[src/rtl/enet_crc_pkg.sv]
// rtl/enet_crc_pkg.sv - shared CRC-32 constants and framer state encoding
// Purpose: constants for the reflected Ethernet CRC-32 and the pad/CRC framer states.
// Ports: none (package).
package enet_crc_pkg;

  localparam logic [31:0] CRC32_TAPS    = 32'hedb88320;
  localparam logic [31:0] CRC32_INIT    = 32'hffffffff;
  // Register value left after running the update over a frame plus its own FCS.
  localparam logic [31:0] CRC32_RESIDUE = 32'hdebb20e3;

  typedef enum logic [1:0] {
    IDLE = 2'd0,
    DATA = 2'd1,
    PAD  = 2'd2,
    CRC  = 2'd3
  } state_e;

endpackage

[src/rtl/addecrc_pad_if.sv]
// rtl/addecrc_pad_if.sv - octet stream bundle between TX source and pad/CRC appender
// Purpose: groups the per-frame controls, input octet stream and output stream/status.
// Ports: i_en, i_pad_en, i_v, i_d (source -> appender); o_v, o_d, o_busy, o_err (appender -> sink).
interface addecrc_pad_if;
  logic       i_en;
  logic       i_pad_en;
  logic       i_v;
  logic [7:0] i_d;
  logic       o_v;
  logic [7:0] o_d;
  logic       o_busy;
  logic       o_err;

  modport master (output i_en, i_pad_en, i_v, i_d,
                  input  o_v, o_d, o_busy, o_err);
  modport slave  (input  i_en, i_pad_en, i_v, i_d,
                  output o_v, o_d, o_busy, o_err);
endinterface

[src/rtl/crc32_octet.sv]
// rtl/crc32_octet.sv - combinational reflected CRC-32 update for one octet
// Purpose: next CRC register value after absorbing one octet, LSB first.
// Ports: crc_i (current register), octet_i (data octet), crc_o (updated register).
module crc32_octet
  import enet_crc_pkg::*;
#(
  parameter logic [31:0] TAPS = CRC32_TAPS
) (
  input  logic [31:0] crc_i,
  input  logic [7:0]  octet_i,
  output logic [31:0] crc_o
);

  logic [31:0] c;

  // Eight chained per-bit steps: shift right, fold in TAPS when the bit
  // leaving the register differs from the incoming data bit.
  always_comb begin
    c = crc_i;
    for (int i = 0; i < 8; i++) begin
      c = {1'b0, c[31:1]} ^ ({32{c[0] ^ octet_i[i]}} & TAPS);
    end
    crc_o = c;
  end

endmodule

[src/rtl/addecrc_pad.sv]
// rtl/addecrc_pad.sv - TX octet framer: min-length zero padding plus appended CRC-32
// Purpose: forwards an octet frame with one cycle latency, pads short frames, appends CRC LSB first.
// Ports: i_clk, i_reset (async, active high), i_ce (clock enable), bus (slave side of addecrc_pad_if).
module addecrc_pad
  import enet_crc_pkg::*;
#(
  parameter logic [31:0] TAPS     = CRC32_TAPS,
  parameter logic [31:0] INIT     = CRC32_INIT,
  parameter logic [31:0] XOR_OUT  = 32'hffffffff,
  parameter int          MIN_LEN  = 60,
  parameter logic [7:0]  PAD_BYTE = 8'h00
) (
  input  logic          i_clk,
  input  logic          i_reset,
  input  logic          i_ce,
  addecrc_pad_if.slave  bus
);

  localparam int LEN_W = (MIN_LEN < 1) ? 1 : $clog2(MIN_LEN + 1);
  localparam logic [LEN_W-1:0] LEN_MAX = LEN_W'(MIN_LEN);
  localparam logic [LEN_W-1:0] LEN_ONE = (MIN_LEN > 0) ? LEN_W'(1) : '0;

  state_e           state_q, state_d;
  logic [31:0]      crc_q, crc_d, crc_nx;
  logic [LEN_W-1:0] len_q, len_d, len_inc;
  logic [1:0]       idx_q, idx_d;
  logic             en_q, en_d, pad_q, pad_d;
  logic             ov_q, ov_d, busy_q, busy_d, err_q, err_d;
  logic [7:0]       od_q, od_d;
  logic [7:0]       octet_sel, crc_lane;
  logic             pad_more;

  // Data octets feed the CRC only while accepting; every other update absorbs PAD_BYTE.
  assign octet_sel = ((state_q == IDLE || state_q == DATA) && bus.i_v) ? bus.i_d : PAD_BYTE;

  crc32_octet #(.TAPS(TAPS)) u_crc (
    .crc_i   (crc_q),
    .octet_i (octet_sel),
    .crc_o   (crc_nx)
  );

  assign len_inc  = (len_q < LEN_MAX) ? len_q + LEN_W'(1) : len_q;
  assign pad_more = pad_q && (len_q < LEN_MAX);
  // idx is 0 on entry to CRC, so the same lane select serves the first octet.
  assign crc_lane = 8'((crc_q ^ XOR_OUT) >> {idx_q, 3'b000});

  always_comb begin
    state_d = state_q;
    crc_d   = crc_q;
    len_d   = len_q;
    idx_d   = idx_q;
    en_d    = en_q;
    pad_d   = pad_q;
    ov_d    = 1'b0;
    od_d    = od_q;
    // Octets offered while padding/CRC are dropped and flagged.
    err_d   = bus.i_v && busy_q;
    case (state_q)
      IDLE: begin
        crc_d = INIT;
        if (bus.i_v) begin
          en_d    = bus.i_en;
          pad_d   = bus.i_pad_en;
          ov_d    = 1'b1;
          od_d    = bus.i_d;
          crc_d   = crc_nx;
          len_d   = LEN_ONE;
          state_d = DATA;
        end
      end
      DATA: begin
        if (bus.i_v) begin
          ov_d  = 1'b1;
          od_d  = bus.i_d;
          crc_d = crc_nx;
          len_d = len_inc;
        end else if (pad_more) begin
          ov_d    = 1'b1;
          od_d    = PAD_BYTE;
          crc_d   = crc_nx;
          len_d   = len_inc;
          state_d = PAD;
        end else if (en_q) begin
          ov_d    = 1'b1;
          od_d    = crc_lane;
          idx_d   = 2'd1;
          state_d = CRC;
        end else begin
          crc_d   = INIT;
          state_d = IDLE;
        end
      end
      PAD: begin
        if (pad_more) begin
          ov_d  = 1'b1;
          od_d  = PAD_BYTE;
          crc_d = crc_nx;
          len_d = len_inc;
        end else if (en_q) begin
          ov_d    = 1'b1;
          od_d    = crc_lane;
          idx_d   = 2'd1;
          state_d = CRC;
        end else begin
          crc_d   = INIT;
          state_d = IDLE;
        end
      end
      CRC: begin
        // idx wraps to 0 after lane 3 has gone out; that marks the closing edge.
        if (idx_q != 2'd0) begin
          ov_d  = 1'b1;
          od_d  = crc_lane;
          idx_d = idx_q + 2'd1;
        end else begin
          crc_d   = INIT;
          state_d = IDLE;
        end
      end
      default: begin
        crc_d   = INIT;
        state_d = IDLE;
      end
    endcase
    busy_d = (state_d == PAD) || (state_d == CRC);
  end

  always_ff @(posedge i_clk or posedge i_reset) begin
    if (i_reset) begin
      state_q <= IDLE;
      crc_q   <= INIT;
      len_q   <= '0;
      idx_q   <= 2'd0;
      en_q    <= 1'b0;
      pad_q   <= 1'b0;
      ov_q    <= 1'b0;
      od_q    <= 8'h00;
      busy_q  <= 1'b0;
      err_q   <= 1'b0;
    end else if (i_ce) begin
      state_q <= state_d;
      crc_q   <= crc_d;
      len_q   <= len_d;
      idx_q   <= idx_d;
      en_q    <= en_d;
      pad_q   <= pad_d;
      ov_q    <= ov_d;
      od_q    <= od_d;
      busy_q  <= busy_d;
      err_q   <= err_d;
    end
  end

  assign bus.o_v    = ov_q;
  assign bus.o_d    = od_q;
  assign bus.o_busy = busy_q;
  assign bus.o_err  = err_q;

endmodule

[src/flat_wrapper.sv]
// flat-port wrapper written by rule: the top's interface ports become plain ports
module addecrc_pad_flat import enet_crc_pkg::*;
#(
  parameter logic [31:0] TAPS     = CRC32_TAPS,
  parameter logic [31:0] INIT     = CRC32_INIT,
  parameter logic [31:0] XOR_OUT  = 32'hffffffff,
  parameter int          MIN_LEN  = 60,
  parameter logic [7:0]  PAD_BYTE = 8'h00
)
  (i_clk, i_reset, i_ce, bus_i_en, bus_i_pad_en, bus_i_v, bus_i_d, bus_o_v, bus_o_d, bus_o_busy, bus_o_err);
  addecrc_pad_if bus_i ();
  input  logic i_clk;
  input  logic i_reset;
  input  logic i_ce;
  input wire logic [$bits(bus_i.i_en)-1:0] bus_i_en;
  input wire logic [$bits(bus_i.i_pad_en)-1:0] bus_i_pad_en;
  input wire logic [$bits(bus_i.i_v)-1:0] bus_i_v;
  input wire logic [$bits(bus_i.i_d)-1:0] bus_i_d;
  output wire logic [$bits(bus_i.o_v)-1:0] bus_o_v;
  output wire logic [$bits(bus_i.o_d)-1:0] bus_o_d;
  output wire logic [$bits(bus_i.o_busy)-1:0] bus_o_busy;
  output wire logic [$bits(bus_i.o_err)-1:0] bus_o_err;
  assign bus_i.i_en = bus_i_en;
  assign bus_i.i_pad_en = bus_i_pad_en;
  assign bus_i.i_v = bus_i_v;
  assign bus_i.i_d = bus_i_d;
  assign bus_o_v = bus_i.o_v;
  assign bus_o_d = bus_i.o_d;
  assign bus_o_busy = bus_i.o_busy;
  assign bus_o_err = bus_i.o_err;
  addecrc_pad #(.TAPS(TAPS), .INIT(INIT), .XOR_OUT(XOR_OUT), .MIN_LEN(MIN_LEN), .PAD_BYTE(PAD_BYTE)) u_core (.i_clk(i_clk), .i_reset(i_reset), .i_ce(i_ce), .bus(bus_i));
endmodule
[config.mk]
export PLATFORM = sky130hd
export DESIGN_NAME = addecrc_pad_flat
export DESIGN_NICKNAME = d
export VERILOG_FILES = /design/src/rtl/enet_crc_pkg.sv /design/src/rtl/addecrc_pad_if.sv /design/src/rtl/crc32_octet.sv /design/src/rtl/addecrc_pad.sv /design/src/flat_wrapper.sv
export SDC_FILE = /design/constraint.sdc
export NUM_CORES = 1
export LEC_CHECK = 0
export BUFFER_PORTS_ARGS = -buffer_cell sky130_fd_sc_hd__buf_4
export CAP_MARGIN = 20
export CORE_ASPECT_RATIO = 1.4
export CORE_MARGIN = 1.5
export CORE_UTILIZATION = 62
export CTS_CLUSTER_SIZE = 10
export DETAILED_ROUTE_END_ITERATION = 8
export GPL_ROUTABILITY_DRIVEN = 0
export PLACE_DENSITY = 0.83
export SLEW_MARGIN = 40
export SYNTH_ARGS = -nofsm -noshare
export SYNTH_HDL_FRONTEND = slang
export SYNTH_SLANG_ARGS = --single-unit
[constraint.sdc]
create_clock -name i_clk -period 3.3 [get_ports i_clk]
set_input_delay 0.165 -clock i_clk [delete_from_list [all_inputs] [get_ports i_clk]]
set_output_delay 0.165 -clock i_clk [all_outputs]
set_load 0.01 [all_outputs]
== After elaboration in Yosys (flattened, before gate mapping) ==
Cells that the tools add are included.
Storage, ports and cells
  bits in registers: 55
  bits in read-only memories: 0
  latch bits: 0
  memories kept: 0
  bits in writable memories: 0
Operators by class
  shift operators: 1
  $add $sub $neg: 2
  div/mod/pow operators: 0
  equal/unequal tests: 9
  mux-type cells: 36
  multiply operators: 0
  bitwise logic cells: 17
  reduce and logical (&&, ||, !) cells: 14
  order comparisons: 1
Operators by type and width (number)
  XOR 31 x 32 -> 32 bit: 8
  two-way mux 32 bit: 5
  one-hot mux 32 bit (4 select lines): 1
  two-way mux 8 bit: 6
  NOT 32 bit: 1
  one-hot mux 8 bit (4 select lines): 1
  right shift 32 x 5 -> 8 bit: 1
  two-way mux 6 bit: 4
  two-way mux 2 bit: 10
  one-hot mux 6 bit (3 select lines): 1
  AND reduction 3 bit: 3
  equality test 2 bit, second input constant: 4
  one-hot mux 2 bit (4 select lines): 1
  XOR 1 bit: 8
  adder 6 x 1 -> 6 bit, second input constant: 1
  less-than comparator 6 bit, second input constant: 1
  inequality test 2 bit, second input constant: 3
  one-hot mux 2 bit (3 select lines): 1
  nonzero test 3 bit: 2
  two-way mux 1 bit: 5
  one-hot mux 1 bit (4 select lines): 1
  AND reduction 4 bit: 1
  logical AND 1 bit: 3
  adder 2 x 1 -> 2 bit, second input constant: 1
  6 further kinds: 7

== Logic depth before layout (Yosys ltp) ==
  word-level depth: 23
  depth in mapped cells: 11
  depth with buffers taken out: 8

== By module ==
From an unflattened synthesis, not the netlist that was laid out.
Second synthesis, totals
  cell total of the unflattened synthesis: 443
  area total of the unflattened synthesis: 4652.0 µm²
By module, submodules not included
  addecrc_pad: cells an instance 377, instances 1, area each 3682.3 µm²
  crc32_octet: cells an instance 66, instances 1, area each 969.7 µm²

== Worst setup path after synthesis ==
Ideal clock, no wire load.
  path kind: reg2reg
  start: register u_core.state_q[1]
  end: register u_core.crc_q[19]
  buffers on the path: 1
  slack: 0.742 ns
  data arrival time: 2.493 ns
  stages on the path, launching flop included: 10
  setup time: 0.064 ns
  clock period less this slack: 2.558 ns
  cells stage by stage: dfrtp_1 inv_1 ha_1 buf_4 o211ai_1 xor2_2 xnor2_4 xnor3_1 or3_1 nand3_1
On the way
  longest elaborated chain between the ends: 17
  elaborated cells between the ends (all ways): 28
RTL lines
  start: declaration: RTL line addecrc_pad.sv:23  | state_e state_q, state_d;
  start signal: assignment: RTL line addecrc_pad.sv:141  | state_q <= state_d;
  equality test 2 x 1 -> 1 bit or logical NOT 2 bit (tied branches): RTL line addecrc_pad.sv:34, addecrc_pad.sv:58
  logical OR 1 bit: RTL line addecrc_pad.sv:34  | assign octet_sel = ((state_q == IDLE || state_q == DATA) && bus.i_v) ? bus.i_d : PAD_BYTE;
  logical AND 1 bit: RTL line addecrc_pad.sv:34
  two-way mux 8 bit: RTL line addecrc_pad.sv:34
  XOR 1 bit: RTL line crc32_octet.sv:21  | c = {1'b0, c[31:1]} ^ ({32{c[0] ^ octet_i[i]}} & TAPS);
  XOR 31 x 32 -> 32 bit (6 in series): RTL line crc32_octet.sv:21
  XOR 1 bit: RTL line crc32_octet.sv:21
  XOR 31 x 32 -> 32 bit (2 in series): RTL line crc32_octet.sv:21
  two-way mux 32 bit: RTL line addecrc_pad.sv:94  | if (pad_more) begin
  two-way mux 32 bit: RTL line addecrc_pad.sv:72  | if (bus.i_v) begin
  one-hot mux 32 bit (4 select lines): RTL line addecrc_pad.sv:58  | case (state_q)
  end signal: assignment: RTL line addecrc_pad.sv:142  | crc_q <= crc_d;
  end: declaration: RTL line addecrc_pad.sv:24  | logic [31:0] crc_q, crc_d, crc_nx;
Several ways; a longest one is shown, not always the timed one.
A chain may end at the register's enable or synchronous reset.

== Final worst setup path ==
  start: register u_core.state_q[1]
  end: register u_core.crc_q[4]
Same word-level chain as after synthesis.

==> flow_metrics.env <==
export IMPL_multiInputGateArea_um2=2870
export IMPL_cts_root_buffer_cell="clkbuf_8"
export IMPL_die_x_um=74.9
export IMPL_async_flop_share=1.00
export IMPL_grt_max_degree=38
export IMPL_clk_latency_ns=0.34
export IMPL_critPathCaptureType="flip-flop"
export IMPL_die_y_um=104
export IMPL_dp_hpwl_um=9510
export IMPL_wl_um=13700
export IMPL_finalCriticalPeriod_ns=2.99
export IMPL_path_cells="inv_1 > ha_1 > buf_12 > o211ai_4 > xor2_4 > xnor2_2 > xnor2_2 > xnor2_1 > a222oi_1"
export IMPL_cp_slowest_cell="xnor2_2"
export IMPL_yosysMostFrequentCell="o21ai_0"
export IMPL_rsz0062_at_grt="no"
export IMPL_max_freq_mhz=334
export IMPL_ys_types=57
export IMPL_synth_cells=490
export IMPL_synth_top_cell_by_area="dfstp_2"
export IMPL_relSlewSlack=0.524
export IMPL_cts_buffers_inserted=5
export IMPL_finalHoldViolations=0
export IMPL_vias=4259
export IMPL_fin_worst_skew_ns=0.0148
export IMPL_tns_ns=0
export IMPL_synth_main_ff_cell="dfstp_2"
export IMPL_drive_gt1_frac=0.231
export IMPL_start_kind="flip-flop"
export IMPL_grt_overflow=0
export IMPL_drv_slew=0
export IMPL_routedWlPerCell_um=22.6
export IMPL_path_max_fanout=20
export IMPL_cts_tree="done"
export IMPL_syn_to_final_growth_pct=10.4
export IMPL_clkTransAtPathRegs_ns=0.11
export IMPL_clock_path_buffers=2
export IMPL_routed_via_density=7.03
export IMPL_timing_critical_path_arrival_ns=3.21
export IMPL_synth_area_leaders="dfstp_2, dfrtp_1, xnor2_1"
export IMPL_grt_pass1_wl_um=22200
export IMPL_whs_ns=0.0605
export IMPL_hold_class="in2reg"
export IMPL_final_area_um2=4960
export IMPL_fin_crit_sh=0.906
export IMPL_cp_buffers_inverters=2
export IMPL_syn_avg_cell_area_um2=9.16
export IMPL_synth_fp_nets=510
export IMPL_first_global_vias=4260
export IMPL_ys_seq_area_frac=0.315
export IMPL_setup_viol_count_final=0
export IMPL_drt_pass1_iterations=6
export IMPL_antenna_left=0
export IMPL_num_antenna_cells=0
export IMPL_status="finished clean"
export IMPL_synth_top_cell_area_share=0.187
export IMPL_cp_top_family="XOR/XNOR gates"
export IMPL_core_rowCount=36
export IMPL_tightest_slew_ns=0.714
export IMPL_io_buffers=24
export IMPL_maxCapViolCount=0
export IMPL_crit_required_ns=3.52
export IMPL_drc=0
export IMPL_cpPeakStageDelay_ns=0.52
export IMPL_fin_nets=530
export IMPL_clock_sinks=55
export IMPL_ios=25
export IMPL_path_class="reg2reg"
export IMPL_die_area_um2=7770
export IMPL_grt_total_usage=0.378
export IMPL_drtIter0Drc=554
export IMPL_coreArea_um2=6980
export IMPL_post_dp_cell_area_um2=4820
export IMPL_regArea_um2=1420
export IMPL_synth_warnings=0
export IMPL_ys_seq_elements=55
export IMPL_crit_path_frequent_cell="xnor2_2"
export IMPL_htree_levels=2
export IMPL_fillerInstances=530
export IMPL_final_core_util=0.710
export IMPL_synthTopCellsByCount="o21ai_0, a21oi_1, xnor2_1"
export IMPL_antenna_found_initial=0
export IMPL_start_util=0.643
export IMPL_syn_cell_area_um2=4490
export IMPL_synth_edf_count=0
area by class of cell:
| type | instances | area share |
|---|---|---|
| Timing Repair Buffer | 46 | 0.0727 |
| Multi-Input combinational cell | 384 | 0.579 |
| Inverter | 18 | 0.0139 |
| Clock inverter | 2 | 0.00783 |
| Tap cell | 95 | 0.0240 |
| Clock buffer | 6 | 0.0167 |
| Sequential cell | 55 | 0.286 |
cell usage in the layout, fill, tap and decap left out, types with 9 or more instances in the layout:
cell type,n
a21oi_1,46
buf_4,44
o21ai_0,69
inv_1,17
a31oi_1,9
o21a_1,13
xor2_1,9
nor3_1,12
nor2_1,24
nand2_1,27
dfstp_2,32
o22a_1,11
dfrtp_1,23
xnor2_1,40
final timing paths:
path | cells past startpoint | slack, ns | to | start
worst max-delay path | 9 | 0.31 | u_core.crc_q[4]$_DFFE_PP1P_ | u_core.state_q[1]$_DFFE_PP0P_
worst min-delay path | 2 | 0.06 | u_core.en_q$_DFFE_PP0P_ | bus_i_en
worst max register to register | 9 | 0.31 | u_core.crc_q[4]$_DFFE_PP1P_ | u_core.state_q[1]$_DFFE_PP0P_
worst min register to register | 2 | 0.50 | u_core.bus.o_d[5]$_DFFE_PP0P_ | u_core.bus.o_d[5]$_DFFE_PP0P_
max in group asynchronous | 4 | 2.07 | u_core.crc_q[24]$_DFFE_PP1P_ | i_reset
min in group asynchronous | 3 | 0.45 | u_core.bus.o_err$_DFFE_PP0P_ | i_reset
worst reg2reg max path, stage by stage (launching register included):
cell and delay, ns:
dfrtp_1 0.46, inv_1 0.12, ha_1 0.37, buf_12 0.22, o211ai_4 0.11, xor2_4 0.21
xnor2_2 0.52, xnor2_2 0.27, xnor2_1 0.18, a222oi_1 0.39
registers in the layout, summed over array words and instances, names as in the netlist:
| signal | flops |
|---|---|
| u_core.bus.o_d | 8 |
| u_core.bus.o_v | 1 |
| u_core.pad_q | 1 |
| u_core.bus.o_err | 1 |
| u_core.bus.o_busy | 1 |
| u_core.state_q | 2 |
| u_core.len_q | 6 |
| u_core.idx_q | 2 |
| u_core.crc_q | 32 |
| u_core.en_q | 1 |
routing by layer:
layer,vias up,wire [um],track usage
li1,1830,-,-
met1,2003,4870,0.478
met2,332,6550,0.580
met3,94,1240,0.0574
met4,0,1030,0.255
met5,-,0,0
stage by stage:
stage                     worst slack (ns)  cells
after global routing                 0.178    606
after global placement               0.406    597
after CTS                            0.256    606
final                                0.310    606
after detailed placement             0.298    597
after floorplan                      0.742    490
cells by family (layout without fill, tap and decap cells):
kind of cell,Yosys count,after routing,synth area share
buffers and inverters,51,72,0.0482
AO/OA/AOI/OAI,203,203,0.290
multiplexers,11,11,0.0474
XOR/XNOR,68,68,0.182
AND/OR/NAND/NOR,96,96,0.101
adder cells (fa/ha/maj),6,6,0.0167
flip-flops,55,55,0.315
timing repair:
item / CTS / global route
hold buffers: 1 / 0
endpoints found under the setup margin: 0 / 1
hold endpoints to repair: 4 / 0
buffers inserted: 0 / 0
gates resized for setup: 0 / 1
Power is left out: the tool's default activity adds up to more than one toggle a clock period on the data nets, which glitch-free logic cannot reach.
